<file path="config.mk">
export PLATFORM = sky130hd
export DESIGN_NAME = mux_demux
export DESIGN_NICKNAME = d
export VERILOG_FILES = /design/src/rtl/mux_demux_pkg.sv /design/src/rtl/mux_demux_route.sv /design/src/rtl/mux_demux.sv
export SDC_FILE = /design/constraint.sdc
export NUM_CORES = 1
export LEC_CHECK = 0
export CELL_PAD_IN_SITES_DETAIL_PLACEMENT = 1
export CELL_PAD_IN_SITES_GLOBAL_PLACEMENT = 2
export CORE_ASPECT_RATIO = 1.1
export CORE_UTILIZATION = 22
export DETAILED_ROUTE_END_ITERATION = 16
export PLACE_DENSITY_LB_ADDON = 0.08
export SLEW_MARGIN = 20
export SYNTH_ARGS = -nofsm -noshare
export SYNTH_HDL_FRONTEND = slang
export SYNTH_SLANG_ARGS = --single-unit
</file>
<file path="constraint.sdc">
create_clock -name clk -period 2.55 [get_ports clk]
set_clock_uncertainty 0.05 [all_clocks]
set_input_delay 0.255 -clock clk [delete_from_list [all_inputs] [get_ports clk]]
set_output_delay 0.255 -clock clk [all_outputs]
set_load 0.03 [all_outputs]
</file>
<file path="src/rtl/mux_demux_pkg.sv">
// Shared constants and types for the mux_demux loopback block.
// Used by both mux_demux and mux_demux_route.
package mux_demux_pkg;

    localparam int N_DEFAULT = 4;

    function automatic int sel_w(input int n);
        return $clog2(n);
    endfunction

    localparam int SEL_W_DEFAULT = $clog2(N_DEFAULT);

    typedef logic [SEL_W_DEFAULT-1:0] sel_t;

endpackage

</file>
<file path="src/rtl/mux_demux_route.sv">
// Demux stage: routes the registered link bit onto the lane named by the aligned select.
// MUX_DEMUX_HOLD_EN keeps non-selected lanes (deserialiser); otherwise they are cleared each enabled cycle.
module mux_demux_route
    import mux_demux_pkg::*;
#(
    parameter int N     = N_DEFAULT,
    parameter int SEL_W = sel_w(N)
) (
    input  logic             clk,
    input  logic             rst,
    input  logic             en,
    input  logic             link_i,
    input  logic [SEL_W-1:0] sel_i,
    output logic [N-1:0]     demux_o
);

    logic [N-1:0] demux_q;
    logic [N-1:0] demux_d;

    always_comb begin
`ifdef MUX_DEMUX_HOLD_EN
        demux_d = demux_q;
`else
        demux_d = '0;
`endif
        demux_d[sel_i] = link_i;
    end

    always_ff @(posedge clk) begin
        if (rst) begin
            demux_q <= '0;
        end else if (en) begin
            demux_q <= demux_d;
        end
    end

    assign demux_o = demux_q;

endmodule

</file>
<file path="src/rtl/mux_demux.sv">
// Registered N:1 mux onto a one-bit link, looped back through a 1:N demux on a delayed select.
// Optional MUX_DEMUX_HOLD_EN turns the demux into a deserialiser that keeps non-selected lanes.
module mux_demux
    import mux_demux_pkg::*;
#(
    parameter int N     = N_DEFAULT,
    parameter int SEL_W = sel_w(N)
) (
    input  logic             clk,
    input  logic             rst,
    input  logic             en,
    input  logic [N-1:0]     data_in,
    input  logic [SEL_W-1:0] select_lines,
    output logic             mux_out,
    output logic [N-1:0]     demux_out,
    output logic [SEL_W-1:0] sel_q
);

    logic             mux_q;
    logic             mux_d;
    logic [SEL_W-1:0] sel_reg_q;
    logic [SEL_W-1:0] sel_reg_d;

    always_comb begin
        mux_d     = data_in[select_lines];
        sel_reg_d = select_lines;
    end

    // sel_reg_q travels with mux_q so the demux routes each bit to the lane it came from
    always_ff @(posedge clk) begin
        if (rst) begin
            mux_q     <= 1'b0;
            sel_reg_q <= '0;
        end else if (en) begin
            mux_q     <= mux_d;
            sel_reg_q <= sel_reg_d;
        end
    end

    mux_demux_route #(
        .N     (N),
        .SEL_W (SEL_W)
    ) u_route (
        .clk     (clk),
        .rst     (rst),
        .en      (en),
        .link_i  (mux_q),
        .sel_i   (sel_reg_q),
        .demux_o (demux_out)
    );

    assign mux_out = mux_q;
    assign sel_q   = sel_reg_q;

endmodule

</file>
# Word-level counts from Yosys, hierarchy flattened
# Index checks and enable logic that the tools add are counted.
word_totals:
  input_bits: 9
  ff_bits: 7
  word_cells: 12
classes:
  n_reduce_logical: 1
  n_bitwise: 1
  n_lt_le_gt_ge: 3
  mux: 4
ops:
  columns: ["cell", "count"]
  rows:
  - ["$lt 2x3->1 const B", 2]
  - ["$and 4x4->4", 1]
  - ["$bmux 1 s2", 1]
  - ["$demux 1 s2", 1]
  - ["$ge 2x1->1 const B", 1]
  - ["$mux 1", 2]
  - ["$logic_and 1x1->1", 1]

# Logic depth before layout (Yosys ltp)
logic_depth:
  word_depth: 5
  depth_mapped: 3

# Hierarchy
# A second synthesis with hierarchy kept.
unflattened:
  hier_cells: 29
  area_unflattened_um2: 307.8
by_module_without_submodules:
  columns: ["mod", "cells_per_inst", "area_each_um2", "seq_area_each_um2", "instances"]
  rows:
  - ["mux_demux_route", 16, 160.2, 80.1, 1]
  - ["mux_demux", 13, 147.6, 60.1, 1]

# Least setup slack after synthesis
# No wires, ideal clock.
synth_path:
  path_type: "register to register"
  startpoint: "register, netlist name mux_out"
  endpoint: "register mux_q, in the netlist mux_out"
  setup_ns: 0.079
  stages_incl_launch_ff: 3
  n_path_buf: 0
  arrival_ns: 1.080
  period_less_slack_ns: 1.209
  t_required_ns: 2.421
  slack_ns: 1.341
  cell_sequence: "dfxtp_1 or3b_2 o221ai_2"
synth_rtl:
  columns: ["element", "line_no", "source"]
  rows:
  - ["to (signal assigned)", "mux_demux.sv:35", "mux_q <= mux_d;"]
  - ["to (decl)", "mux_demux.sv:19", "logic mux_q;"]

# Worst setup path after layout
layout_path:
  startpoint: "register mux_q, in the netlist mux_out"
  endpoint: "output port mux_out"
layout_rtl:
  columns: ["element", "line_no", "source"]
  rows:
  - ["to (decl)", "mux_demux.sv:14", "output logic mux_out,"]
# No word-level cell between the ends.

==> results.md <==
- Outcome: complete, no violations
- Routed len/inst: 11.8 µm
- Startpoint Class: flop
- Lkg Pwr: 0.176 nW
- Most common library cell in the layout ignoring fill and taps: clkdlybuf4s50_1
- Slew @ Worst Pin: 0.409 ns
- Grt total ovfl: 0
- CP Capture Type: output port
- Fin Setup TNS: 0 ns
- Yosys Warn Count: 0
- Relative slew margins: 72.6%
- Starting DRT DRC Count: 2
- Initial Util: 23.4%
- Crit path max-delay cell type: clkdlybuf4s50_1
- First-pass DRT Iterations: 4
- Io pins: 16
- CTS H-tree depth: 1
- Synth Cell Area: 320 µm²
- Sequential Power Share: 44.9%
- # setup viols final: 0
- Maximum vdd drop: 0.221 mV
- Critical path arrival: 1.38 ns
- Combinational group share of total power: 17.1%
- Post-DRT Antenna Nets: 0
- Reg-to-reg critical path startpoint: mux_out
- Area after DPL: 478 µm²
- Final Power: 264 µW
- ANT cells: 0
- Die width: 38.4 µm
- Final period demand of the worst path: 1.68 ns
- Via count: 301
- Final wirelength: 755 µm
- # fillers: 157
- Highest cell delay on the worst timing path: 0.71 ns
- Post-CTS sizing: 0
- Die Area: 0.00161 mm²
- Final GP Congestion: 0.613
- Critical path launch point: mux_out
- HP Class: reg2reg
- Total CTS buffers: 3
- Most frequent cells in the layout: 15 x clkdlybuf4s50_1, 7 x dfxtp_1, 4 x nand2b_1, 4 x a21oi_1, 4 x mux2i_1
- DR vias/cell: 4.70
- Root Buffer: clkbuf_4
- Met2 GRT Util: 17.3%
- Fmax: 0.594 GHz
- Max FO, Critical Path: 6
- Initial antenna violation count: 0
- Busiest grt layer: met2
- Worst path bufs/invs: 1
- M3 GR Usage: 3.19%
- Slew Limit Fails: 0
- Cells after Synth: 31
- Final period utilization: 66.0%
- Vias in the first global route: 304
- # rows: 14
- Critical path class: reg2out
- CP required: 2.25 ns
- PD cells: 523 mW/mm²
- Core area: 0.00137 mm²
- Synth Net Count: 40
- Setup Buffers After CTS: 0
- Clock share of power: 38.0%
- Post-DP HPWL: 584 µm
- Final instance area: 504 µm²
- Yosys reg bits: 7
- Global-route usage over all layers: 10.7%
- Max_cap viols: 0
- Worst-path cell chain: clkdlybuf4s50_1
- Final nets: 58
- First-pass GRT wire length: 1.19 mm
- Syn_area_per_cell: 10.3 µm²
- Final cell count without fillers: 64
- # DRC: 0
- Hold Startpoint: u_route.demux_o[3]
- Unique masters post-synth: 14
- Placed cells: 60
- Largest net degree at the start of global routing: 14
- Die Y: 42.0 µm
- Hold Fails Final Rpt: 0
- P_sw: 65.1 µW
- Clk_lat worst skew: 0.25 ns
- Sequential share of the synthesized area: 43.7%
- TritonCTS clock tree: done
- Top Family by Delay on Critical Path: buffers and inverters
- CTS max path bufs: 2
- RSZ-0062 raised after global routing: false
- Layout cells sized above 1: 10.4%
- Clock transition at path regs: 0.06 ns
- CTS sink cnt: 7
- M1 GR Usage: 12.1%
- Switching Fraction: 24.7%
- Hold-fix buffers at CTS: 0
- IO Port Bufs: 15
- P&R area growth vs syn: 57.4%
- Internal power: 198 µW
[metrics by stage]
step                util [%]  hold slack, ns  worst slack, ns
finish                  36.9           0.418            0.868
global route            36.9           0.439            0.811
CTS                     36.9           0.426            0.845
detailed placement      35.0           0.418            0.862
global placement        35.0           0.406            0.920
floorplan                  -           0.352             1.34
[flip-flops by register name (all words and copies together) (netlist names)]
name             count
mux_out              1
sel_q                2
u_route.demux_o      4
[worst paths after layout]
| check | end | cells after the start | slack [ns] |
|---|---|---|---|
| min reg2reg | u_route.demux_o[3] | 2 | 0.42 |
| max | mux_out | 1 | 0.87 |
| max reg2reg | mux_out | 2 | 1.47 |
| min | u_route.demux_o[3] | 2 | 0.42 |
[synth_stat cells (all sizes together)]
cell type | n | area [µm²]
dfxtp | 7 | 140
a21oi | 4 | 20.0
mux2i | 4 | 40.0
nand2b | 4 | 25.0
buf | 2 | 12.5
nand4b | 2 | 17.5
nor2 | 2 | 7.51
or3b | 2 | 17.5
nand3b | 1 | 7.51
nand4 | 1 | 6.26
nand4bb | 1 | 11.3
o221ai | 1 | 15.0
[power groups by stage]
stage	Sequential, mW	Combinational (mW)	Clock, mW
finish	0.118	0.0450	0.100
global route	0.119	0.0477	0.111
CTS	0.118	0.0455	0.105
detailed placement	0.121	0.0454	0
global placement	0.121	0.0442	0
floorplan	0.127	0.0157	0
[cells by family (layout without fill, tap and decap cells)]
logic type	count (synthesis)	count (layout)	share of synthesized area, %
AOI/OAI and AO/OA	5	5	10.9
buffers and inverters	2	19	3.91
DFF	7	7	43.7
muxes	4	4	12.5
and+or+nand+nor	13	13	28.9
[routing by layer]
metal,up-vias,wire (µm)
li1,149,-
met1,142,317
met2,10,386
met3,0,51
met4,0,0
met5,-,0
[final cells by class]
type | count | area [µm²] | area share, %
well taps | 16 | 20.0 | 3.97
clock buffers | 4 | 26.3 | 5.21
flip-flops and latches | 7 | 140 | 27.8
multi-input cells | 22 | 168 | 33.3
repair buffers | 15 | 150 | 29.8
(Power assumes the default switching activity.)
